--- src/rtl/conv_pool_stream_if.sv ---
// Handshake bundle for the conv1 pooling stage: input row stream, pooled output
// stream and the per-frame pooling mode select.
interface conv_pool_stream_if #(
  parameter int OPERAND_WDTH    = 19,
  parameter int NUM_PIXELS_BUF  = 4,
  parameter int NUM_PIXELS_POOL = 2
);
  logic                                    conv_pool_mode_i;
  logic                                    conv_pool_row_vld_i;
  logic                                    conv_pool_row_rdy_o;
  logic [NUM_PIXELS_BUF*OPERAND_WDTH-1:0]  conv_pool_row_i;
  logic                                    conv_pool_out_vld_o;
  logic                                    conv_pool_out_rdy_i;
  logic [NUM_PIXELS_POOL*OPERAND_WDTH-1:0] conv_pool_out_o;
  logic                                    conv_pool_frame_end_o;

  modport master (
    output conv_pool_mode_i, conv_pool_row_vld_i, conv_pool_row_i, conv_pool_out_rdy_i,
    input  conv_pool_row_rdy_o, conv_pool_out_vld_o, conv_pool_out_o, conv_pool_frame_end_o
  );

  modport slave (
    input  conv_pool_mode_i, conv_pool_row_vld_i, conv_pool_row_i, conv_pool_out_rdy_i,
    output conv_pool_row_rdy_o, conv_pool_out_vld_o, conv_pool_out_o, conv_pool_frame_end_o
  );
endinterface

--- src/rtl/conv_pool_stream.sv ---
// 2x2 / stride-2 streaming pool (max or average) behind conv1: buffers each even
// row and emits one pooled beat when the matching odd row arrives.
//
// state | meaning
// EVEN  | waiting for an even row; an accepted row is stored in the row buffer
// ODD   | waiting for the odd row; it is pooled with the buffer into the output register
module conv_pool_stream #(
  parameter int OPERAND_WDTH    = 19,
  parameter int NUM_PIXELS_BUF  = 4,
  parameter int NUM_PIXELS_POOL = 2,
  parameter int ROWS_PER_FRAME  = 28
) (
  input logic                conv_pool_clk,
  input logic                conv_pool_rst_b,
  conv_pool_stream_if.slave  bus
);
  localparam int OW    = OPERAND_WDTH;
  localparam int CNT_W = $clog2(ROWS_PER_FRAME);
  localparam logic [CNT_W-1:0] LAST_ROW = CNT_W'(ROWS_PER_FRAME - 1);

  typedef enum logic {EVEN = 1'b0, ODD = 1'b1} state_t;

  state_t                          state_q, state_d;
  logic [CNT_W-1:0]                row_cnt_q;
  logic [NUM_PIXELS_BUF*OW-1:0]    buf_q;
  logic                            mode_q;
  logic [NUM_PIXELS_POOL*OW-1:0]   out_q;
  logic                            fe_q;
  logic                            vld_q;
  logic                            row_rdy;
  logic                            row_acc;
  logic [NUM_PIXELS_POOL*OW-1:0]   pooled;

  // Average: a 4-way sum needs two guard bits; dropping the two LSBs of the
  // signed sum is the floor divide, and the result always fits back in OW bits.
  function automatic logic [OW-1:0] pool4(input logic signed [OW-1:0] a0, a1, b0, b1,
                                          input logic avg);
    logic signed [OW-1:0] ma, mb;
    logic signed [OW+1:0] sum;
    ma  = (a0 > a1) ? a0 : a1;
    mb  = (b0 > b1) ? b0 : b1;
    sum = {{2{a0[OW-1]}}, a0} + {{2{a1[OW-1]}}, a1} + {{2{b0[OW-1]}}, b0} + {{2{b1[OW-1]}}, b1};
    if (avg) pool4 = sum[OW+1:2];
    else     pool4 = (ma > mb) ? ma : mb;
  endfunction

  assign row_acc = bus.conv_pool_row_vld_i && row_rdy;

  always_ff @(posedge conv_pool_clk or negedge conv_pool_rst_b) begin
    if (!conv_pool_rst_b) state_q <= EVEN;
    else                  state_q <= state_d;
  end

  always_comb begin
    state_d = state_q;
    row_rdy = 1'b1;
    case (state_q)
      EVEN: if (row_acc) state_d = ODD;
      ODD: begin
        row_rdy = !(vld_q && !bus.conv_pool_out_rdy_i);
        if (row_acc) state_d = EVEN;
      end
      default: state_d = EVEN;
    endcase
  end

  always_comb begin
    pooled = '0;
    for (int k = 0; k < NUM_PIXELS_POOL; k++) begin
      pooled[k*OW +: OW] = pool4(buf_q[(2*k)*OW +: OW], buf_q[(2*k+1)*OW +: OW],
                                 bus.conv_pool_row_i[(2*k)*OW +: OW],
                                 bus.conv_pool_row_i[(2*k+1)*OW +: OW], mode_q);
    end
  end

  always_ff @(posedge conv_pool_clk or negedge conv_pool_rst_b) begin
    if (!conv_pool_rst_b) begin
      row_cnt_q <= '0;
      buf_q     <= '0;
      mode_q    <= 1'b0;
    end else if (row_acc) begin
      row_cnt_q <= (row_cnt_q == LAST_ROW) ? '0 : row_cnt_q + CNT_W'(1);
      if (row_cnt_q == '0) mode_q <= bus.conv_pool_mode_i;
      if (state_q == EVEN) buf_q <= bus.conv_pool_row_i;
    end
  end

  // A new odd row may load on the same edge the previous beat is consumed.
  always_ff @(posedge conv_pool_clk or negedge conv_pool_rst_b) begin
    if (!conv_pool_rst_b) begin
      out_q <= '0;
      fe_q  <= 1'b0;
      vld_q <= 1'b0;
    end else if (row_acc && state_q == ODD) begin
      out_q <= pooled;
      fe_q  <= (row_cnt_q == LAST_ROW);
      vld_q <= 1'b1;
    end else if (vld_q && bus.conv_pool_out_rdy_i) begin
      vld_q <= 1'b0;
    end
  end

  assign bus.conv_pool_row_rdy_o   = row_rdy;
  assign bus.conv_pool_out_vld_o   = vld_q;
  assign bus.conv_pool_out_o       = out_q;
  assign bus.conv_pool_frame_end_o = fe_q;
endmodule

--- src/flat_wrapper.sv ---
// flat-port wrapper written by rule: the top's interface ports become plain ports
module conv_pool_stream_flat 
#(
  parameter int OPERAND_WDTH    = 19,
  parameter int NUM_PIXELS_BUF  = 4,
  parameter int NUM_PIXELS_POOL = 2,
  parameter int ROWS_PER_FRAME  = 28
)
  (conv_pool_clk, conv_pool_rst_b, bus_conv_pool_mode_i, bus_conv_pool_row_vld_i, bus_conv_pool_row_i, bus_conv_pool_out_rdy_i, bus_conv_pool_row_rdy_o, bus_conv_pool_out_vld_o, bus_conv_pool_out_o, bus_conv_pool_frame_end_o);
  conv_pool_stream_if #(.OPERAND_WDTH(OPERAND_WDTH), .NUM_PIXELS_BUF(NUM_PIXELS_BUF), .NUM_PIXELS_POOL(NUM_PIXELS_POOL)) bus_i ();
  input logic conv_pool_clk;
  input logic conv_pool_rst_b;
  input wire logic [$bits(bus_i.conv_pool_mode_i)-1:0] bus_conv_pool_mode_i;
  input wire logic [$bits(bus_i.conv_pool_row_vld_i)-1:0] bus_conv_pool_row_vld_i;
  input wire logic [$bits(bus_i.conv_pool_row_i)-1:0] bus_conv_pool_row_i;
  input wire logic [$bits(bus_i.conv_pool_out_rdy_i)-1:0] bus_conv_pool_out_rdy_i;
  output wire logic [$bits(bus_i.conv_pool_row_rdy_o)-1:0] bus_conv_pool_row_rdy_o;
  output wire logic [$bits(bus_i.conv_pool_out_vld_o)-1:0] bus_conv_pool_out_vld_o;
  output wire logic [$bits(bus_i.conv_pool_out_o)-1:0] bus_conv_pool_out_o;
  output wire logic [$bits(bus_i.conv_pool_frame_end_o)-1:0] bus_conv_pool_frame_end_o;
  assign bus_i.conv_pool_mode_i = bus_conv_pool_mode_i;
  assign bus_i.conv_pool_row_vld_i = bus_conv_pool_row_vld_i;
  assign bus_i.conv_pool_row_i = bus_conv_pool_row_i;
  assign bus_i.conv_pool_out_rdy_i = bus_conv_pool_out_rdy_i;
  assign bus_conv_pool_row_rdy_o = bus_i.conv_pool_row_rdy_o;
  assign bus_conv_pool_out_vld_o = bus_i.conv_pool_out_vld_o;
  assign bus_conv_pool_out_o = bus_i.conv_pool_out_o;
  assign bus_conv_pool_frame_end_o = bus_i.conv_pool_frame_end_o;
  conv_pool_stream #(.OPERAND_WDTH(OPERAND_WDTH), .NUM_PIXELS_BUF(NUM_PIXELS_BUF), .NUM_PIXELS_POOL(NUM_PIXELS_POOL), .ROWS_PER_FRAME(ROWS_PER_FRAME)) u_core (.conv_pool_clk(conv_pool_clk), .conv_pool_rst_b(conv_pool_rst_b), .bus(bus_i));
endmodule
--- config.mk ---
export PLATFORM = sky130hd
export DESIGN_NAME = conv_pool_stream_flat
export DESIGN_NICKNAME = d
export VERILOG_FILES = /design/src/rtl/conv_pool_stream_if.sv /design/src/rtl/conv_pool_stream.sv /design/src/flat_wrapper.sv
export SDC_FILE = /design/constraint.sdc
export NUM_CORES = 1
export LEC_CHECK = 0
export BUFFER_PORTS_ARGS = -buffer_cell sky130_fd_sc_hd__buf_4
export CAP_MARGIN = 20
export CORE_MARGIN = 3
export CORE_UTILIZATION = 62
export CTS_CLUSTER_DIAMETER = 80
export CTS_CLUSTER_SIZE = 16
export DETAILED_ROUTE_END_ITERATION = 8
export GPL_TIMING_DRIVEN = 0
export PLACE_DENSITY = 0.83
export SETUP_SLACK_MARGIN = 0.4
export SYNTH_ARGS = -nofsm -noshare
export SYNTH_HDL_FRONTEND = slang
export SYNTH_SLANG_ARGS = --single-unit
--- constraint.sdc ---
create_clock -name conv_pool_clk -period 6.13 [get_ports conv_pool_clk]
set_input_delay 0.613 -clock conv_pool_clk [delete_from_list [all_inputs] [get_ports conv_pool_clk]]
set_output_delay 0.613 -clock conv_pool_clk [all_outputs]
set_load 0.01 [all_outputs]
# Word-level counts from Yosys, hierarchy flattened
# Cells that the tools add are included.
[totals]
register_bits = 123
in_bits = 81
out_inout_bits = 41
elab_cells = 47
[op_classes]
add_sub_neg = 7
magnitude_cmp = 6
eq_ne = 1
mux = 15
bitwise = 1
reduce_logical = 10
[ops]
columns = ["op", "count"]
rows = [
  ["2-to-1 mux 19 bit", 8],
  ["> comparator 19 bit", 6],
  ["adder 21 bit", 4],
  ["adder 19 x 19 -> 20 bit", 2],
  ["adder 5 x 1 -> 5 bit (second input constant)", 1],
  ["== test 5 bit (second input constant)", 1],
  ["logical NOT 5 bit", 1],
  ["2-to-1 mux 1 bit", 5],
  ["2-to-1 mux 5 bit", 1],
  ["logical AND 1 bit", 4],
  ["AND reduction 2 bit", 2],
  ["logical NOT 1 bit", 2],
  ["one-hot mux 1 bit (2 select lines)", 1],
  ["nonzero test 2 bit", 1],
  ["inverter 1 bit", 1],
]

# Depth between registers and ports, before layout
# Gate-level depths: netlist of the first run.
[logic_depth]
ltp_word = 7
depth_mapped = 24
mapped_depth_nobuf = 21

# Worst setup path after synthesis of the first run
# Ideal clock, no wire load.
[synth_path]
path_type = "flip-flop to flip-flop"
startpoint = "reg u_core.buf_q[56]"
endpoint = "reg u_core.out_q[26], in the netlist u_core.bus.conv_pool_out_o[26]"
setup_time_ns = 0.121
arrival_ns = 4.533
required_ns = 6.009
slack_ns = 1.476
path_stages_with_launch = 19
n_path_buf = 3
synth_period_minus_slack_ns = 4.654
path_cell_list = "dfrtp_1 ha_1 nand4_1 nor4_2 o21a_1 nand4bb_2 mux2i_2 buf_6 mux2_2 ha_1 nand4_1 nor3_1 o21ai_0 a41oi_1 or2_2 clkbuf_1 clkbuf_1 o221ai_1 o22a_1"
[synth_via]
elab_chain_len = 5
[synth_lines]
columns = ["element", "line_no", "rtl"]
rows = [
  ["from (decl)", "conv_pool_stream.sv:25", "logic [NUM_PIXELS_BUF*OW-1:0] buf_q;"],
  ["from (signal assigned)", "conv_pool_stream.sv:84", "if (state_q == EVEN) buf_q <= bus.conv_pool_row_i;"],
  ["> comparator 19 bit", "conv_pool_stream.sv:40", "ma = (a0 > a1) ? a0 : a1;"],
  ["2-to-1 mux 19 bit (*)", "conv_pool_stream.sv:40", ""],
  ["> comparator 19 bit", "conv_pool_stream.sv:44", "else pool4 = (ma > mb) ? ma : mb;"],
  ["2-to-1 mux 19 bit (*)", "conv_pool_stream.sv:44", ""],
  ["2-to-1 mux 19 bit (*)", "conv_pool_stream.sv:43", "if (avg) pool4 = sum[OW+1:2];"],
  ["to (signal assigned)", "conv_pool_stream.sv:95", "out_q <= pooled;"],
  ["to (decl)", "conv_pool_stream.sv:27", "logic [NUM_PIXELS_POOL*OW-1:0] out_q;"],
]
# Every way passes the cells marked *; elsewhere a longest branch is shown, timed or not.
# A chain may end at the register's enable or synchronous reset.

# Final worst setup path of the first run
[layout_path]
startpoint = "reg u_core.buf_q[25]"
endpoint = "reg u_core.out_q[14], in the netlist u_core.bus.conv_pool_out_o[14]"
[layout_via]
elab_chain_len = 5
word_cells_on_any_way = 8
cone_classes = "3 x add/sub; 2 x order compare; 3 x mux"
[layout_lines]
columns = ["element", "line_no"]
rows = [
  ["parallel branches: the longest is 4 deep, another holds adder 21 bit", "n/a"],
  ["2-to-1 mux 19 bit (*)", "conv_pool_stream.sv:43"],
]
# Every way passes the cells marked *.

==> results.yml, run 1 <==
outcome:
  outcome: "completed"
cells_and_area:
  final_nets: 2082
  antennaDiodeCount: 0
  fin_cells: 2053
  fillers: 1608
  syn_to_final_growth_pct: 15.8
  final_cell_mix: "inv_1, ha_1, o21ai_0"
  mostFrequentLayoutCell: "inv_1"
  layout-drive-gt1-share_pct: 13.0
critical_path:
  cp-start-kind: "flip-flop"
  worst-r2r-cell-count: 23
  setup.worst_path.end: "u_core.bus.conv_pool_out_o[14]"
  worstReg2RegEnd: "u_core.bus.conv_pool_out_o[14]"
  worstPathArrival_ns: 6.07
  path_class: "flip-flop to flip-flop"
  critical_path_peak_fanout: 10
  r2r_slack_ns: 0.40
  startpoint: "u_core.buf_q[25]"
  r2r_start: "u_core.buf_q[25]"
  end_kind: "flip-flop"
  crit_required_ns: 6.47
synthesis:
  syn_nets: 1930
  synth_enable_flop_cells: 0
  syn_area_per_cell_um2: 8.31
  synth_compound_area_share_pct: 22.3
  netlist_area_mm2: 0.0134
  synth_seq_area_share_pct: 22.9
  synth_simple_gate_area_share_pct: 13.4
  ys.flop_type: "dfrtp_1"
  synth.distinct_cells: 78
  ys_ff_latch: 123
  synthMuxAreaShare_pct: 5.06
  synth_top_family_by_area: "adder cells"
  synthAdderAreaFrac_pct: 24.3
  postSynthCellCount: 1614
  synth-xor-area-share_pct: 3.85
  yosysWarnings: 0
  async_flop_share_pct: 100
floorplanning:
  start_util_pct: 63.4
  die_h_um: 153
  coreArea_mm2: 0.0212
  die_x_um: 153
  dieArea_mm2: 0.0234
  io_pins: 122
  core.rowCount: 53
placed_design:
  portBuffers: 121
  routabilityCongestion: 1.02
  dpl.cell_count: 2012
  dp_hpwl_um: 34100
route:
  drtAntennaViolNets: 0
  drtPass1Iterations: 6
  drcViolationCount: 0
  wl_per_cell_um: 21.8
  dr_total_vias: 13300
  drtIter0Drc: 1359
  viasPerCell: 6.48
  drt_wl_total_um: 44900
grt:
  grt_pass1_vias: 13300
  grt_start_max_net_pins: 82
  grt_usage_pct: 37.5
  grt_antenna_before_repair: 0
  met2_usage_pct: 60.7
  grt.overflow.total: 0
  met1_usage_pct: 45.7
  gr-usage-met3_pct: 7.45
  grt_pass1_wl_um: 69500
  grt-busiest-layer: "met2"
clock_tree:
  numCtsBuffers: 17
  cts_tree: "built"
  path_clk_slew_ns: 0.06
  cts_num_sinks: 123
  holdBufCountCts: 0
  cts_buffer_depth: 2
  cts_root_buffer: "clkbuf_16"
  cts_max_level: 4
  clock_latency_ns: 0.44
worst_hold_path:
  hold_path_class: "input port to asynchronous set/reset pin"
sta:
  worst_slew_pin_slew_ns: 0.873
  period_minus_slack_ns: 5.73
  post-route-period-util_pct: 93.4
  slew_viol_final: 0
  fmax_mhz: 175
  slew_headroom_pct: 41.8
  fin_skew_ns: 0.0114
  setup_viol: 0
  hold_violations: 0
  rsz0062_at_grt: "true"
job:
  drv_cap: 0
## metal layers
metal	share of wire (%)	up-vias
met4	7.5	0
met1	37	6254
met5	0	-
met2	45	840
met3	10	227
li1	-	5985
## worst min-delay path by stage
stage,start,endpoint,slack [ns],depth (start not counted)
floorplan,conv_pool_rst_b,u_core.buf_q[0],0.32,0
global placement,u_core.bus.conv_pool_out_o[23],u_core.bus.conv_pool_out_o[23],0.49,1
detailed placement,u_core.bus.conv_pool_out_o[35],u_core.bus.conv_pool_out_o[35],0.50,2
CTS,conv_pool_rst_b,u_core.buf_q[74],0.13,1
global route,conv_pool_rst_b,u_core.buf_q[74],0.15,1
finish,conv_pool_rst_b,u_core.buf_q[74],0.10,1
## kinds of logic after synthesis
family / count (synthesis)
compound gates: 469
xor+xnor: 59
fa+ha+maj: 235
buf+inv: 287
flops: 123
mux: 64
simple gates: 377
## area by class of cell
type / instances / area [um2] / share of cell area, %
clock inverters: 13 / 191 / 1.23
clock buffers: 18 / 439 / 2.83
multi-input cells: 1204 / 9350 / 60.2
well taps: 275 / 344 / 2.21
inverters: 235 / 882 / 5.68
plain buffers: 52 / 236 / 1.52
repair buffers: 133 / 1020 / 6.55
flip-flops and latches: 123 / 3080 / 19.8
## cell usage after synthesis, types with 21 or more instances
library cell	number	area share (%)
xor2_1	21	1.4
nor3_1	35	1.3
nand3_1	26	0.97
inv_1	233	6.5
mux2i_1	39	2.9
fa_1	42	6.3
dfrtp_1	123	23
ha_1	193	18
nor2_1	69	1.9
a21oi_1	109	4.1
nand2_1	144	4.0
a21o_1	26	1.5
o21ai_0	157	5.9
mux2_2	23	1.9
nand4_1	23	1.1
clkbuf_1	42	1.2
xnor2_1	38	2.5
## worst max-delay path, stage by stage, from the launching register on
cell	delay [ns]
dfrtp_1	0.45
inv_1	0.07
ha_1	0.39
nand2_1	0.14
o21a_1	0.24
o221a_2	0.32
o41ai_4	0.42
or3_1	0.17
buf_2	0.17
nand2_1	0.17
clkbuf_4	0.29
a21oi_1	0.24
inv_1	0.07
ha_1	0.31
nand4_1	0.19
nor4_2	0.34
nand4_1	0.18
o311a_1	0.20
or3_1	0.41
clkbuf_1	0.18
buf_2	0.24
o31ai_1	0.20
o21ai_0	0.12
o221ai_1	0.10
## registers in the layout, summed over array words and instances (netlist names)
signal / flops
u_core.bus.conv_pool_out_o: 38
u_core.buf_q: 76
u_core.bus.conv_pool_out_vld_o: 1
u_core.bus.conv_pool_frame_end_o: 1
u_core.state_q: 1
u_core.mode_q: 1
u_core.row_cnt_q: 5
## metrics by stage
step / utilization [%] / hold WS, ns / instance area (um2) / worst slack [ns] / setup TNS [ns]
4_1_cts: 73.0 / 0.129 / 15400 / 0.411 / 0
2_1_floorplan: - / 0.317 / 13400 / 1.48 / 0
6_report: 73.5 / 0.102 / 15500 / 0.403 / 0
3_5_place_dp: 69.5 / 0.496 / 14700 / -1.37 / -21.79
3_3_place_gp: 69.3 / 0.486 / 14700 / -1.36 / -25.19
5_1_grt: 73.5 / 0.147 / 15500 / 0.264 / 0
## repair_timing
action | in CTS | in global routing
gates resized for setup | 20 | 20
buffers inserted | 5 | 5
endpoints found under the setup margin | 37 | 29
pin swaps | 2 | 2
Power of run 1 is left out: the tool's default activity adds up to more than one toggle a clock period on the data nets, which glitch-free logic cannot reach.
==> run 2: changes to the inputs <==
CELL_PAD_IN_SITES_DETAIL_PLACEMENT = 2   (was not set)
CELL_PAD_IN_SITES_GLOBAL_PLACEMENT = 2   (was not set)
CORE_UTILIZATION = 37   (was 62)
PLACE_DENSITY = not set   (was 0.83)
PLACE_DENSITY_LB_ADDON = 0.1   (was not set)
==> run 2 against run 1 <==
  * Via count down 5.0%
  * Clock skew down 0.0024 ns
  * Non-clock buffer count up 3
  * Flip-flop and latch count unchanged
  * Die area up 65%
  * Critical path depth up 2
  * Fmax up 1.8%
  * Final cell count up 9.3%
  * Largest cell class unchanged
  * Global-route usage down 9.4 points
  * Clock-buffer cell count up 1
==> results.yml, run 2 (synthesis results as in run 1) <==
outcome:
  outcome: "completed"
route:
  drtIter0Drc: 513
  drtAntennaViolNets: 0
  drtPass1Iterations: 5
  dr_total_vias: 12600
  drt_wl_total_um: 54100
  wl_per_cell_um: 24.1
  drcViolationCount: 0
  viasPerCell: 5.64
clock_tree:
  cts_num_sinks: 123
  cts_max_level: 4
  cts_buffer_depth: 2
  numCtsBuffers: 17
  path_clk_slew_ns: 0.06
  clock_latency_ns: 0.45
  cts_root_buffer: "clkbuf_16"
  cts_tree: "built"
  holdBufCountCts: 0
job:
  drv_cap: 0
grt:
  grt_pass1_vias: 14100
  grt_pass1_wl_um: 82900
  grt.overflow.total: 0
  grt_antenna_before_repair: 0
  grt_start_max_net_pins: 83
  grt_usage_pct: 28.1
cells_and_area:
  top_register: "u_core.buf_q"
  fin_area_mm2: 0.0159
  final_cell_mix: "inv_1, ha_1, o21ai_0"
  largest_reg_flops: 76
  antennaDiodeCount: 0
  syn_to_final_growth_pct: 18.7
  layout-drive-gt1-share_pct: 14.4
  final_nets: 2085
  mostFrequentLayoutCell: "inv_1"
floorplanning:
  start_util_pct: 37.6
  io_pins: 122
  coreArea_mm2: 0.0357
  core.rowCount: 69
  die_x_um: 196
  die_h_um: 196
  dieArea_mm2: 0.0386
placed_design:
  routabilityCongestion: 0.856
  place_ws_ns: -1.47
  dp_hpwl_um: 44200
  portBuffers: 121
  postPlaceCellArea_mm2: 0.0149
critical_path:
  cp-start-kind: "flip-flop"
  crit_required_ns: 6.48
  worstPathArrival_ns: 5.97
  critical_path_peak_fanout: 10
  end_kind: "flip-flop"
  path_class: "flip-flop to flip-flop"
sta:
  hold_ws_ns: 0.0813
  setup_viol: 0
  fin_ws_ns: 0.505
  fmax_mhz: 178
  hold_violations: 0
  slew_viol_final: 0
  rsz0062_at_grt: "true"
  worst_slew_pin_slew_ns: 1.11
  period_minus_slack_ns: 5.63
  fin_skew_ns: 0.00905
  slew_headroom_pct: 26.2
  post-route-period-util_pct: 91.8
worst_hold_path:
  hold_path_class: "input port to asynchronous set/reset pin"
==> run 2: cell types whose count changed in the layout (fill, tap and decap cells not counted), sizes merged <==
cell,before,now
buf,141,147
clkbuf,62,60
bufinv,4,3
clkinv,5,6
clkinvlp,3,4
inv,236,235
==> run 2: what timing repair did <==
action	CTS	global route
buffers inserted	8	6
resized for setup	46	21
pin swaps	6	10
endpoints found under the setup margin	38	32
==> run 2: final timing paths <==
kind,slack [ns],from,depth (start not counted),to
setup / recovery,0.50,u_core.buf_q[34],25,u_core.bus.conv_pool_out_o[14]
setup reg to reg,0.50,u_core.buf_q[34],25,u_core.bus.conv_pool_out_o[14]
hold reg to reg,0.50,u_core.bus.conv_pool_out_o[8],1,u_core.bus.conv_pool_out_o[8]
min in group conv_pool_clk,0.38,bus_conv_pool_out_rdy_i,2,u_core.bus.conv_pool_out_vld_o
hold / removal,0.08,conv_pool_rst_b,1,u_core.buf_q[55]
max in group asynchronous,5.24,conv_pool_rst_b,2,u_core.buf_q[0]
==> run 2: worst max-delay path, cell delays in order, from the launching register on <==
cell,delay [ns]
dfrtp_1,0.46
inv_1,0.09
ha_1,0.29
clkbuf_2,0.19
nand4_1,0.25
nor2_2,0.27
nand2_1,0.14
o21ai_4,0.22
or3_1,0.15
clkbuf_4,0.20
nand2_2,0.13
buf_4,0.24
a21oi_2,0.22
inv_1,0.07
ha_1,0.32
nand4_1,0.21
nor4_4,0.37
nand4_1,0.13
buf_4,0.18
o311a_1,0.16
or3_1,0.37
buf_2,0.20
buf_4,0.22
o31ai_2,0.21
o21ai_0,0.13
o221ai_1,0.10
==> run 2: final cells by class <==
cell class              count  area [um2]
plain buffers              52         244
clock buffers              19         453
clock inverters            13         165
fillers                  4022       19700
inverters                 235         882
multi-input cells        1204        9470
flip-flops and latches    123        3080
well taps                 461         577
repair buffers            136        1040
==> run 2: layer usage <==
metal  routed length [um]  vias up  track usage [%]
li1                     -     5972                -
met1                23500     6433             34.5
met2                28000      168             52.0
met3                 1040       67             2.68
met4                 1570        0             8.69
met5                    0        -                0
==> run 2: metrics by stage <==
step                TNS [ns]  instances  utilization [%]
global route               0       2243             44.6
detailed placement    -37.47       2197             41.9
floorplan                  0       1614                -
CTS                        0       2237             44.3
finish                     0       2243             44.6
global placement      -35.71       2196             41.8
Power of run 2 is left out for the same reason.
==> run 3: changes to the inputs <==
BUFFER_PORTS_ARGS = not set   (was -buffer_cell sky130_fd_sc_hd__buf_4)
CORE_UTILIZATION = 40   (was 37)
DONT_BUFFER_PORTS = 1   (was not set)
==> run 3 against run 2 <==
  * Die area shrank 7.3%
  * Non-clock buffer count shrank 122
  * Cell area shrank 6.1%
  * Sequential share of layout area grew 1.3 points
  * Utilization grew 0.96 points
  * Routed wire length grew 0.65%
  * Register-to-register slack lost 0.02 ns
  * Fmax shrank 0.40%
  * Global-route usage grew 2.7 points
  * First-iteration DRC count grew 14%
  * Largest cell class unchanged
==> results.yml, run 3 (synthesis results as in run 1) <==
route:
  drcViolationCount: 0
  drtAntennaViolNets: 0
  drtIter0Drc: 585
  drt_wl_total_um: 54400
  drtPass1Iterations: 5
  wl_per_cell_um: 25.9
  dr_total_vias: 12500
  viasPerCell: 5.93
critical_path:
  cp_slowest_cell: "dfrtp_1"
  path_class: "flip-flop to flip-flop"
  r2r_slack_ns: 0.48
  critical_path_peak_fanout: 10
  cp_slowest_stage_delay_ns: 0.45
  r2r_start: "u_core.buf_q[34]"
  worstPathArrival_ns: 6.00
  worstReg2RegEnd: "u_core.bus.conv_pool_out_o[14]"
  crit_required_ns: 6.49
  end_kind: "flip-flop"
  cp-start-kind: "flip-flop"
  worst-r2r-cell-count: 25
grt:
  grt_antenna_before_repair: 0
  grt_start_max_net_pins: 124
  grt_pass1_vias: 14000
  grt_usage_pct: 30.8
  grt_pass1_wl_um: 83700
  grt.overflow.total: 0
sta:
  period_minus_slack_ns: 5.65
  setup_viol: 0
  rsz0062_at_grt: "true"
  slew_viol_final: 0
  fin_skew_ns: 0.0117
  hold_violations: 0
  slew_headroom_pct: 25.5
  worst_slew_pin_slew_ns: 1.12
  post-route-period-util_pct: 92.1
  fmax_mhz: 177
  final.setup.tns_ns: 0
floorplanning:
  dieArea_mm2: 0.0358
  coreArea_mm2: 0.0328
  die_x_um: 189
  start_util_pct: 40.9
  die_h_um: 189
  io_pins: 122
  core.rowCount: 66
cells_and_area:
  fillers: 3724
  syn_to_final_growth_pct: 11.5
  top_register: "u_core.buf_q"
  final_nets: 1963
  mostFrequentLayoutCell: "inv_1"
  largest_reg_flops: 76
  final_util_pct: 45.6
  layout-drive-gt1-share_pct: 7.77
  fin_area_mm2: 0.0150
  antennaDiodeCount: 0
  final_cell_mix: "inv_1, ha_1, o21ai_0"
clock_tree:
  cts_buffer_depth: 2
  numCtsBuffers: 17
  cts_root_buffer: "clkbuf_16"
  path_clk_slew_ns: 0.06
  cts_num_sinks: 123
  cts_max_level: 4
  clock_latency_ns: 0.46
  cts_tree: "built"
worst_hold_path:
  hold_path_class: "input port to asynchronous set/reset pin"
placed_design:
  postPlaceCellArea_mm2: 0.0140
  routabilityCongestion: 0.890
  dp_hpwl_um: 43500
  portBuffers: 0
outcome:
  outcome: "completed"
job:
  drv_cap: 0
==> run 3: cell count changes in the layout (fill, tap and decap cells not counted), moves of 2 or more <==
| cell | delta |
|---|---|
| ha_2 | -3 |
| clkinvlp_4 | -3 |
| buf_4 | -123 |
| nor2_1 | +2 |
| clkinv_2 | +4 |
| ha_4 | +2 |
==> run 3: critical path, delay by kind of cell (launching register included) <==
kind,cells,cell delay (ns)
AOI/OAI and AO/OA,6,1.06
adders and majority gates,2,0.62
buffers and inverters,8,1.37
DFF,1,0.45
and+or+nand+nor,9,2.03
==> run 3: metal layers <==
metal,part of all wire [%],track usage [%],up-vias
li1,-,-,5746
met1,41,36.1,6386
met2,51,55.8,237
met3,2.9,4.22,98
met4,4.4,13.6,0
met5,0,0,-
==> run 3: what timing repair did <==
item	in CTS	in global routing
cloned	0	0
gates resized for setup	37	24
setup endpoints to repair	38	29
setup buffers	9	4
endpoints found under the hold margin	123	0
hold buffers	1	0
pin swaps	7	7
==> run 3: stage by stage <==
| stage | setup slack [ns] | cells | hold slack, ns |
|---|---|---|---|
| detailed placement | -1.46 | 2056 | 0.319 |
| floorplan | 1.48 | 1614 | 0.317 |
| finish | 0.482 | 2102 | 0.0822 |
| global route | 0.220 | 2102 | 0.153 |
| CTS | 0.406 | 2098 | 0.157 |
| global placement | -1.39 | 2056 | 0.320 |
==> run 3: area by class of cell <==
type / instances / area, um2 / area share (%)
timing repair buffer: 14 / 138 / 0.921
tap: 442 / 553 / 3.70
clock buffer: 20 / 457 / 3.05
clock inverter: 12 / 145 / 0.971
inverter: 235 / 882 / 5.90
multi-input combinational: 1204 / 9450 / 63.2
sequential: 123 / 3080 / 20.6
buffer: 52 / 244 / 1.63
==> run 3: worst max path at each step <==
stage | start | endpoint | slack, ns | cells after the start
after floorplan | u_core.buf_q[56] | u_core.bus.conv_pool_out_o[26] | 1.48 | 18
after global placement | bus_conv_pool_row_i[75] | u_core.bus.conv_pool_out_o[30] | -1.39 | 20
after detailed placement | bus_conv_pool_row_i[75] | u_core.bus.conv_pool_out_o[26] | -1.46 | 20
after CTS | bus_conv_pool_row_i[21] | u_core.bus.conv_pool_out_o[14] | 0.41 | 21
after global routing | u_core.buf_q[34] | u_core.bus.conv_pool_out_o[14] | 0.22 | 25
final | u_core.buf_q[34] | u_core.bus.conv_pool_out_o[14] | 0.48 | 25
Power of run 3 is left out for the same reason.
